<file path="src/rtl/imm_field_encoder.sv">
// imm_field_encoder: packs a 64-bit immediate into the 26-bit instruction
// immediate field for the selected format, reports whether the value fits
// exactly, and counts inputs that did not fit. The datapath is a two-stage
// valid/ready pipeline with full throughput.
module imm_field_encoder #(
  parameter int ERR_W = 16
) (
  input  logic             CLK,
  input  logic             Reset_L,
  input  logic             in_valid,
  output logic             in_ready,
  input  logic [63:0]      in_imm,
  input  logic [2:0]       in_ctrl,
  output logic             out_valid,
  input  logic             out_ready,
  output logic [25:0]      out_imm26,
  output logic [2:0]       out_ctrl,
  output logic             out_fit,
  input  logic             err_clr,
  output logic [ERR_W-1:0] err_count
);

  // Stage 1 keeps only the low 26 bits of the immediate; every format packs
  // from bits at or below bit 25, so the upper bits matter only for fit.
  logic        s1_valid;
  logic [25:0] s1_imm;
  logic [2:0]  s1_ctrl;
  logic        s1_fit;

  logic        s2_valid;
  logic [25:0] s2_field;
  logic [2:0]  s2_ctrl;
  logic        s2_fit;

  logic        s1_load;
  logic        s2_load;
  logic        accept;
  logic        in_fit;
  logic [25:0] packed_field;

  // A stage may load when it is empty or its contents leave this cycle.
  assign s2_load  = ~s2_valid | out_ready;
  assign s1_load  = ~s1_valid | s2_load;
  assign in_ready = s1_load;
  assign accept   = in_valid & in_ready;

  assign out_valid = s2_valid;
  assign out_imm26 = s2_field;
  assign out_ctrl  = s2_ctrl;
  assign out_fit   = s2_fit;

  // Representability check: unsigned formats need zero upper bits, signed
  // formats need all bits above the sign bit to match the sign bit.
  always_comb begin
    in_fit = 1'b0;
    case (in_ctrl)
      3'b000:  in_fit = ~|in_imm[63:12];
      3'b001:  in_fit = (&in_imm[63:8])  | ~|in_imm[63:8];
      3'b010:  in_fit = (&in_imm[63:25]) | ~|in_imm[63:25];
      3'b011:  in_fit = (&in_imm[63:18]) | ~|in_imm[63:18];
      default: in_fit = ~|in_imm[63:16];
    endcase
  end

  // Place the truncated low bits of the stage-1 immediate into the field
  // position used by its format; every other bit stays zero.
  always_comb begin
    packed_field = '0;
    case (s1_ctrl)
      3'b000:  packed_field[21:10] = s1_imm[11:0];
      3'b001:  packed_field[20:12] = s1_imm[8:0];
      3'b010:  packed_field[25:0]  = s1_imm[25:0];
      3'b011:  packed_field[23:5]  = s1_imm[18:0];
      default: packed_field[20:5]  = s1_imm[15:0];
    endcase
  end

  // Stage 1 register: captures the accepted immediate, format and fit flag.
  always_ff @(posedge CLK or negedge Reset_L) begin
    if (!Reset_L) begin
      s1_valid <= 1'b0;
      s1_imm   <= '0;
      s1_ctrl  <= '0;
      s1_fit   <= 1'b0;
    end else if (s1_load) begin
      s1_valid <= in_valid;
      s1_imm   <= in_imm[25:0];
      s1_ctrl  <= in_ctrl;
      s1_fit   <= in_fit;
    end
  end

  // Stage 2 register: holds the packed result presented on the outputs and
  // keeps it frozen while downstream stalls.
  always_ff @(posedge CLK or negedge Reset_L) begin
    if (!Reset_L) begin
      s2_valid <= 1'b0;
      s2_field <= '0;
      s2_ctrl  <= '0;
      s2_fit   <= 1'b0;
    end else if (s2_load) begin
      s2_valid <= s1_valid;
      s2_field <= packed_field;
      s2_ctrl  <= s1_ctrl;
      s2_fit   <= s1_fit;
    end
  end

  // Saturating count of accepted inputs that did not fit; clear wins.
  always_ff @(posedge CLK or negedge Reset_L) begin
    if (!Reset_L) begin
      err_count <= '0;
    end else if (err_clr) begin
      err_count <= '0;
    end else if (accept && !in_fit && (err_count != '1)) begin
      err_count <= err_count + ERR_W'(1);
    end
  end

endmodule

</file>
<file path="config.mk">
export PLATFORM = sky130hd
export DESIGN_NAME = imm_field_encoder
export DESIGN_NICKNAME = d
export VERILOG_FILES = /design/src/rtl/imm_field_encoder.sv
export SDC_FILE = /design/constraint.sdc
export NUM_CORES = 1
export LEC_CHECK = 0
export CORE_UTILIZATION = 48
export DETAILED_ROUTE_END_ITERATION = 6
export MAX_ROUTING_LAYER = met4
export PLACE_DENSITY = 0.9
export SYNTH_ARGS = -nofsm -noshare
export SYNTH_HDL_FRONTEND = slang
export SYNTH_SLANG_ARGS = --single-unit
</file>
<file path="constraint.sdc">
create_clock -name CLK -period 2.8 [get_ports CLK]
set_input_delay 0.56 -clock CLK [delete_from_list [all_inputs] [get_ports CLK]]
set_output_delay 0.56 -clock CLK [all_outputs]
set_load 0.005 [all_outputs]
</file>
==> summary.txt, run 1 <==
Yosys
  – Commonest cells in the netlist: dfrtp_1, nand2_1, nor2_1
  – Synth top area cells: dfrtp_1, mux2_2, nand2_1, nor2_1, o21ai_0
  – #FFs+latches synth: 78
  – Mean Syn Cell Area: 9.562 um2
  – Post-synthesis sequential area ratio: 48.37%
  – Synth Cell Area: 4035 um2
  – Count leader, synth: dfrtp_1
  – Synth warn: 0
  – Post-Syn Instances: around 420
  – Synth Flop Type: dfrtp_1
  – Leading area contributor after synthesis: dfrtp_1
  – Synth Net Count: 495
  – Post-synth ARST share: 100.0%
  – Post-synth top area share: 48.37%
  – Number of synthesized flops with an enable pin: 0
  – Cell variety after synth: 49

Setup path
  – Critical path arrival: roughly 2.9 ns
  – Bufs and invs on worst path: 1
  – Worst path slowest cell: or4_4
  – Worst r2r path cells: 8
  – Top Family by Delay on Critical Path: simple AND/OR/NAND/NOR gates
  – Worst EP required: 3.04 ns
  – Max incr delay on CP: 0.53 ns
  – Crit path max fanout: 8
  – RR Startpoint: err_count[2]$_DFFE_PN0P_
  – Reg-to-Reg End: err_count[9]$_DFFE_PN0P_
  – Reg-to-reg slack, setup: 0.58 ns
  – Crit-path cells: clkdlybuf4s50_1, nor4_1, nand4_1, or4_4, o311a_4, nand2_4, nor3_2, mux2_4
  – Crit end category: flop
  – Worst setup SP type: input port
  – Kind of critical path: in -> reg

Routing
  – Vias: 3883
  – DR iter-0 viols: between 200 and 250
  – WL per Instance: 16.78 um
  – Vias/cell: just under 6
  – Residual DRC: 0
  – Remaining antenna violation count: 0
  – Drt total wl: 11090 um
  – Initial DRT Pass Iterations: 5

Placed design
  – Placer Congestion: 0.9203
  – Pre-CTS WS: -0.2442 ns
  – Port bufs: ~120
  – Placed inst area: 5428 um2
  – Hpwl dp: slightly above 8000 um

Job
  – Max-cap violations: 0

Cells and area
  – Fin util: 69.31%
  – Layout area overhead: 40.43%
  – Number of diodes: 0
  – Final #Nets: 624
  – Layout cell share with drive strength beyond 1: 15.65%
  – Final non-filler cell area: approximately 5700 um2

Timing
  – Period utilization: 95.58%
  – Max Fclk: 373.7 MHz
  – Worst slew pin tran: 0.9796 ns
  – Slew Limit Fails: 0
  – Final setup margin: 0.1239 ns
  – Tmin final: 2.676 ns
  – Skew final: about 0.012 ns
  – Final hold vios: 0
  – RSZ-0062 raised after global routing: false
  – Post-Route Setup TNS: 0 ns
  – Slew HR: a little over a third
  – WHS: 0.3577 ns
  – Finish-stage setup viols: 0

Clock network
  – Root Driver: clkbuf_8
  – Setup Buffers After CTS: 0
  – Clk Latency, worst-skew pair: 0.36 ns
  – Clock buffer depth: 2
  – CTS tree: done
  – CTS sink count: 78
  – Number of buffers created by CTS: 9
  – Clock-pin slew on the worst setup and hold paths: 0.09 ns
  – CTS H-Tree Depth: 3

Die
  – Die height: 93.69 um
  – Core area: 8175 um2
  – Row cnt: 33
  – Width of the chip: approximately 94 um
  – Io pins: 120
  – Starting density of the core: 49.36%
  – Die ar.: 8777 um2

Pwr
  – Static leakage: 2.299 nW
  – VDD IR max: 0.2226 mV
  – Pwr Density: slightly above 500 nW/um2

Global routing
  – GRT Residual Overflow: 0
  – Pin count of the biggest net entering global routing: 79
  – Number of global-route vias before repair: 3673
  – Antenna violations before repair: 0
  – Total track usage: a little over a quarter
  – First-pass GRT wire length: 17730 um

Min path
  – Hold crit path type: in -> async

Run status
  – Outcome: complete, no violations
cell usage in the layout (no fill, tap or decap), drive strengths merged, types with 9 or more instances in the layout:
master,n
clkdlybuf4s50,118
dfrtp,78
nand2,56
nor2,40
mux2,30
o21ai,29
a21oi,27
buf,26
nand4,16
nor4,14
nand3,13
inv,12
nor3,10
o22ai,9
clkbuf,9
registers in the layout (all words and copies together), names as in the netlist:
register	count
out_imm26	26
out_fit	1
out_valid	1
s1_fit	1
s1_imm	26
s1_ctrl	3
s1_valid	1
err_count	16
out_ctrl	3
metrics by stage:
stage / instances / power (W)
floorplan: 422 / 0.001599
detailed placement: 645 / 0.001964
finish: 661 / 0.002920
CTS: 661 / 0.002927
global route: 661 / 0.003050
global placement: 645 / 0.001938
worst register-to-register path, cell delays in order (launching register included):
cell	delay, ns
dfrtp_1	0.46
nand4_1	0.19
nor3_1	0.09
and4_1	0.22
nand3_1	0.23
nand2_4	0.15
buf_4	0.17
or4_1	0.47
a21oi_1	0.17
power by group:
| group | switching (W) | leakage [nW] | internal (W) |
|---|---|---|---|
| clock network | 0.000454 | 0.112 | 0.000516 |
| registers | 0.000101 | 0.971 | 0.00124 |
| logic | 0.000262 | 1.22 | 0.000351 |
layer usage:
layer	up-vias	part of all wire [%]	global-route usage, %
li1	1796	-	-
met1	1897	40	32.77
met2	169	50	43.80
met5	-	0	-
met4	0	1.9	9.359
met3	21	7.2	5.663
area by class of cell:
cell class | instances | area, um2
multi-input combinational | 309 | 1932
fill | 615 | 2509
timing repair buffer | 144 | 1389
tap | 105 | 131.4
sequential | 78 | 1952
clock buffer | 9 | 123.9
inverter | 9 | 33.78
clock inverter | 7 | 105.1
cells by family after synthesis:
| kind of cell | count (synthesis) | synth area share (%) |
|---|---|---|
| buffers and inverters | 35 | 4.062 |
| flip-flops | 78 | 48.37 |
| AND/OR/NAND/NOR | 185 | 23.97 |
| AO/OA/AOI/OAI | 89 | 13.46 |
| multiplexers | 34 | 9.829 |
| adder cells (fa/ha/maj) | 1 | 0.3100 |
timing repair:
action / CTS / global route
setup endpoints to repair: 0 / 7
hold buffers: 0 / 0
gates resized for setup: 0 / 2
how the worst max path moves through the flow:
stage / to / start / depth (start not counted) / slack [ns]
2_1_floorplan: err_count[10]$_DFFE_PN0P_ / in_imm[52] / 8 / 0.31
3_3_place_gp: err_count[5]$_DFFE_PN0P_ / in_imm[25] / 8 / -0.18
3_5_place_dp: err_count[5]$_DFFE_PN0P_ / in_imm[25] / 8 / -0.24
4_1_cts: err_count[7]$_DFFE_PN0P_ / in_imm[25] / 8 / 0.13
5_1_grt: err_count[9]$_DFFE_PN0P_ / in_imm[29] / 9 / 0.007
6_report: err_count[10]$_DFFE_PN0P_ / in_imm[25] / 8 / 0.12
No activity file was read; power rests on OpenSTA's default activity.
==> run 2: changes to the inputs <==
--- a/config.mk
+++ b/config.mk
@@ -5,10 +5,11 @@
 export SDC_FILE = /design/constraint.sdc
 export NUM_CORES = 1
 export LEC_CHECK = 0
-export CORE_UTILIZATION = 48
+export CORE_MARGIN = 5
+export CORE_UTILIZATION = 43
 export DETAILED_ROUTE_END_ITERATION = 6
 export MAX_ROUTING_LAYER = met4
-export PLACE_DENSITY = 0.9
+export PLACE_DENSITY = 0.86
 export SYNTH_ARGS = -nofsm -noshare
 export SYNTH_HDL_FRONTEND = slang
 export SYNTH_SLANG_ARGS = --single-unit
==> constraint.sdc (replaced) <==
create_clock -name CLK -period 2.3 [get_ports CLK]
set_input_delay 0.46 -clock CLK [delete_from_list [all_inputs] [get_ports CLK]]
set_output_delay 0.46 -clock CLK [all_outputs]
set_load 0.005 [all_outputs]
==> run 2 against run 1 <==
  * Critical path depth unchanged
  * Core utilization fell by 5.6 points
  * Critical endpoint is now err_count[5]$_DFFE_PN0P_
  * Worst hold slack worse by 0.30 ns
  * Flip-flop and latch count unchanged
  * Clock power is 9% higher
  * Via count rose by 2.2%
  * Power up 18%
  * Design area increased by 3.5%
  * Sequential share of layout area is 1.2 points lower
  * Setup slack got worse by 0.086 ns
==> summary.txt, run 2 (synthesis gave the netlist of run 1 again) <==
Die
  – Die ar.: about 11000 um2
  – Io pins: 120
  – Width of the chip: between 100 and 150 um
  – Starting density of the core: between 40% and 50%
  – Die height: approximately 110 um
  – Core area: 9196 um2
  – Row cnt: 35

Pwr
  – Switching power: 0.001012 W
  – Clock Power Share: roughly 31%
  – Sw Ratio: ~29%
  – Pwr Density: 588.4 nW/um2
  – Comb pwr share: 21.9%
  – Total power: 0.003450 W
  – Static leakage: between 2 and 2.5 nW
  – VDD IR max: just over 0.3 mV
  – Sequential Power Share: 47.3%
  – Internal power: about 0.0024 W

Cells and area
  – Leading cell type in the layout, fill and taps excluded: dfrtp_1
  – Layout area overhead: 45.30%
  – Most frequent cells in the layout: dfrtp_1, clkdlybuf4s50_1, nand2_1
  – Post-Layout Cell Count: 685
  – Final #Nets: approximately 640
  – Layout cell share with drive strength beyond 1: 22.51%

Global routing
  – Number of global-route vias before repair: 3962
  – GRT Residual Overflow: 0
  – Antenna violations before repair: 1
  – Total track usage: 22.66%
  – Pin count of the biggest net entering global routing: 44
  – First-pass GRT wire length: 20020 um

Job
  – Max-cap violations: 0

Clock network
  – Clk Latency, worst-skew pair: about 0.36 ns
  – Clock-pin slew on the worst setup and hold paths: 0.08 ns
  – Number of buffers created by CTS: 9
  – Root Driver: clkbuf_8
  – Clock buffer depth: 2
  – CTS H-Tree Depth: 3
  – CTS tree: done
  – CTS sink count: 78
  – CTS Hold Bufs: 0

Setup path
  – Worst EP required: 2.54 ns
  – Kind of critical path: in -> reg
  – Crit end category: flop
  – Crit path max fanout: 5
  – Worst setup SP type: input port
  – Critical path arrival: around 2.5 ns
  – Worst r2r path cells: 8

Timing
  – Worst slew pin tran: 0.9135 ns
  – Max Fclk: 442.0 MHz
  – Period utilization: 98.37%
  – WHS: about 0.056 ns
  – Slew HR: 39.10%
  – RSZ-0062 raised after global routing: false
  – Post-Route Setup TNS: 0 ns
  – Slew Limit Fails: 0
  – Final hold vios: 0
  – Skew final: 0.01411 ns
  – Tmin final: 2.263 ns
  – Finish-stage setup viols: 0

Routing
  – Remaining antenna violation count: 0
  – Vias/cell: 5.796
  – Initial DRT Pass Iterations: 5
  – Vias: just under 4000
  – Residual DRC: 0
  – WL per Instance: 18.15 um
  – Drt total wl: 12440 um
  – DR iter-0 viols: 259

Placed design
  – Placed cell count: 666
  – Port bufs: 119
  – Placer Congestion: 0.9343
  – Hpwl dp: between 9000 and 10000 um

Min path
  – Hold crit path type: in -> async

Run status
  – Outcome: complete, no violations
## run 2: cell type report
class                           count  area [um2]
Inverter                            9       33.78
Antenna cell                        1       2.502
Multi-Input combinational cell    310        2076
Fill cell                         754        3333
Clock buffer                        9       123.9
Sequential cell                    78        1952
Tap cell                          111       138.9
Timing Repair Buffer              160        1459
Clock inverter                      7       77.57
## run 2: per-stage QoR
stage | area (um2) | worst slack, ns | utilization [%]
after floorplan | 4060 | -0.02095 | -
after global placement | 5585 | -0.5026 | 60.73
after detailed placement | 5585 | -0.5740 | 60.73
after CTS | 5793 | 0.003394 | 62.99
after global routing | 5863 | 0.004826 | 63.76
final | 5863 | 0.03750 | 63.76
## run 2: critical path: stages
cell	delay (ns)
clkdlybuf4s50_1	0.55
nand4_1	0.12
nor4_1	0.36
o21ai_1	0.13
a21oi_2	0.20
or2_2	0.30
nor3_4	0.08
mux2_4	0.30
## run 2: what timing repair did
item,in CTS,in global routing
gates cloned,0,1
setup endpoints to repair,16,16
buffers inserted,1,1
pin swaps,18,26
gates resized for setup,59,50
## run 2: per-layer routing
metal  up-vias  wire length, um  global-route usage [%]
li1       1831                -                       -
met1      1901             4946                   28.00
met2       199             6183                   37.37
met3        39              976                   4.997
met4         0              328                   7.032
met5         -                0                       -
## run 2: power groups by stage
stage	Sequential, W	Combinational [W]	Clock, W
6_report	0.00163	0.000757	0.00106
5_1_grt	0.00165	0.000822	0.00114
4_1_cts	0.00163	0.000754	0.00108
3_5_place_dp	0.00166	0.000772	0
3_3_place_gp	0.00165	0.000743	0
2_1_floorplan	0.00161	0.000335	0
## run 2: path summary, 6_finish.rpt
| path | start | to | slack [ns] |
|---|---|---|---|
| worst max-delay path | in_imm[11] | err_count[5]$_DFFE_PN0P_ | 0.04 |
| worst min-delay path | Reset_L | s1_imm[5]$_DFFE_PN0N_ | 0.06 |
| worst max register to register | err_count[4]$_DFFE_PN0P_ | err_count[9]$_DFFE_PN0P_ | 0.14 |
| worst min register to register | s1_valid$_DFFE_PN0N_ | out_valid$_DFFE_PN0P_ | 0.47 |
| max in group asynchronous | Reset_L | s1_imm[21]$_DFFE_PN0N_ | 1.67 |
| min in group CLK | s1_valid$_DFFE_PN0N_ | out_valid$_DFFE_PN0P_ | 0.47 |
==> run 3: changes to the inputs <==
--- a/config.mk
+++ b/config.mk
@@ -8,6 +8,7 @@
 export CORE_MARGIN = 5
 export CORE_UTILIZATION = 43
 export DETAILED_ROUTE_END_ITERATION = 6
+export HOLD_SLACK_MARGIN = 0.1
 export MAX_ROUTING_LAYER = met4
 export PLACE_DENSITY = 0.86
 export SYNTH_ARGS = -nofsm -noshare
==> run 3 against run 2 <==
  * Design area grew 0.17%
  * Final cell count grew 0.15%
  * Setup slack lost 0.0081 ns
  * Flip-flop and latch count is the same
  * Largest cell class unchanged
==> summary.txt, run 3 (synthesis gave the netlist of run 1 again) <==
Setup path
  – Worst setup SP type: input port
  – Crit path max fanout: 5
  – Reg-to-reg slack, setup: roughly 0.13 ns
  – Kind of critical path: in -> reg
  – Top Family by Delay on Critical Path: simple AND/OR/NAND/NOR gates
  – Critical path arrival: 2.51 ns
  – Crit end category: flop
  – Bufs and invs on worst path: 1
  – Reg-to-Reg End: err_count[9]$_DFFE_PN0P_
  – Worst r2r path cells: 8
  – Max incr delay on CP: approximately 0.55 ns
  – Crit-path cells: clkdlybuf4s50_1, nand4_1, nor4_1, o21ai_1, a21oi_2, or2_2, nor3_4, mux2_4
  – Worst path slowest cell: clkdlybuf4s50_1
  – Worst EP required: 2.54 ns
  – Crit path from: in_imm[11]
  – RR Startpoint: err_count[4]$_DFFE_PN0P_

Die
  – Width of the chip: approximately 110 um
  – Row cnt: 35
  – Starting density of the core: between 40% and 50%
  – Die ar.: between 10000 and 15000 um2
  – Core area: 9196 um2
  – Io pins: 120
  – Die height: 106.9 um

Routing
  – WL per Instance: between 15 and 20 um
  – Residual DRC: 0
  – Remaining antenna violation count: 0
  – Vias/cell: 5.767
  – Initial DRT Pass Iterations: 5
  – Vias: 3956
  – DR iter-0 viols: ~230
  – Drt total wl: 12420 um

Clock network
  – Clk Latency, worst-skew pair: 0.35 ns
  – Clock-pin slew on the worst setup and hold paths: 0.09 ns
  – Number of buffers created by CTS: 9
  – Clock buffer depth: 2
  – CTS H-Tree Depth: 3
  – Root Driver: clkbuf_8
  – CTS sink count: 78
  – CTS tree: done

Pwr
  – VDD IR max: 0.2986 mV
  – Static leakage: 2.500 nW
  – Total power: between 0.003 and 0.004 W
  – Pwr Density: between 500 and 600 nW/um2

Timing
  – Period utilization: a little over nine tenths
  – Finish-stage setup viols: 0
  – Worst slew pin tran: about 0.92 ns
  – Max Fclk: approximately 440 MHz
  – RSZ-0062 raised after global routing: false
  – Slew Limit Fails: 0
  – WHS: ~0.47 ns
  – Tmin final: 2.271 ns
  – Skew final: ~0.014 ns
  – Final hold vios: 0
  – Slew HR: about 40%

Placed design
  – Port bufs: 119
  – Placer Congestion: 0.9343
  – Hpwl dp: 9316 um

Cells and area
  – Final #Nets: 642
  – Layout area overhead: 45.55%
  – Most frequent cells in the layout: dfrtp_1, clkdlybuf4s50_1, nand2_1
  – Leading cell type in the layout, fill and taps excluded: dfrtp_1
  – Layout cell share with drive strength beyond 1: 22.47%

Global routing
  – First-pass GRT wire length: 20010 um
  – Total track usage: 22.65%
  – Number of global-route vias before repair: 3956
  – GRT Residual Overflow: 0
  – Pin count of the biggest net entering global routing: 44
  – Antenna violations before repair: 1

Run status
  – Outcome: complete, no violations

Min path
  – Hold Path Depth: 1
  – Hold Startpoint: s1_valid$_DFFE_PN0N_
  – Worst hold path endpoint: out_valid$_DFFE_PN0P_
  – Hold crit path type: reg -> reg

Job
  – Max-cap violations: 0
==> run 3: cell types whose count changed in the layout (fill, tap and decap cells not counted) <==
cell / change
dlygate4sd3_1: +1
==> run 3: worst reg2reg max path: stages (launching register included) <==
cell     delay (ns)
dfrtp_1        0.43
nand4_1        0.19
nor3_1         0.09
and4_1         0.26
nand3_2        0.20
nand2_8        0.12
buf_4          0.16
or4_1          0.47
a21oi_1        0.16
==> run 3: power by group <==
group / internal (W) / switching (W)
Sequential: 0.00151 / 0.000127
Clock: 0.000515 / 0.000539
Combinational: 0.000418 / 0.000339
Total: 0.00244 / 0.00101
==> run 3: worst max-delay path by stage <==
stage | end | slack [ns] | cells after the start
floorplan | err_count[10]$_DFFE_PN0P_ | -0.02 | 8
global placement | err_count[5]$_DFFE_PN0P_ | -0.50 | 8
detailed placement | err_count[8]$_DFFE_PN0P_ | -0.57 | 8
CTS | err_count[10]$_DFFE_PN0P_ | 0.003 | 8
global route | err_count[10]$_DFFE_PN0P_ | 0.005 | 8
finish | err_count[10]$_DFFE_PN0P_ | 0.03 | 8
==> run 3: area by class of cell <==
type,instances,area (um2)
clock buffer,9,123.9
antenna,1,2.502
multi-input combinational,310,2076
inverter,9,33.78
tap,111,138.9
fill,753,3323
sequential,78,1952
clock inverter,7,77.57
timing repair buffer,161,1469
==> run 3: metrics by stage <==
| stage | cell area [um2] | util, % | instances | setup TNS [ns] | setup WS, ns |
|---|---|---|---|---|---|
| after detailed placement | 5585 | 60.73 | 666 | -8.643 | -0.5740 |
| after global routing | 5873 | 63.86 | 686 | 0 | 0.004826 |
| after CTS | 5803 | 63.10 | 684 | 0 | 0.003394 |
| after floorplan | 4060 | - | 422 | -0.09408 | -0.02095 |
| final | 5873 | 63.86 | 686 | 0 | 0.02940 |
| after global placement | 5585 | 60.73 | 666 | -7.366 | -0.5026 |
==> run 3: metal layers <==
| metal | share of wire [%] | track usage [%] | wire, um |
|---|---|---|---|
| met5 | 0 | - | 0 |
| met2 | 50 | 37.37 | 6207 |
| met4 | 2.3 | 7.032 | 291 |
| met3 | 8.1 | 4.997 | 1011 |
| met1 | 40 | 27.97 | 4910 |
==> run 3: what timing repair did <==
| action | in CTS | in global routing |
|---|---|---|
| buffers inserted | 1 | 1 |
| hold endpoints to repair | 35 | 0 |
| gates cloned | 0 | 1 |
| resized for setup | 59 | 50 |
| pin swaps | 18 | 26 |
| endpoints found under the setup margin | 16 | 16 |
| hold buffers | 1 | 0 |
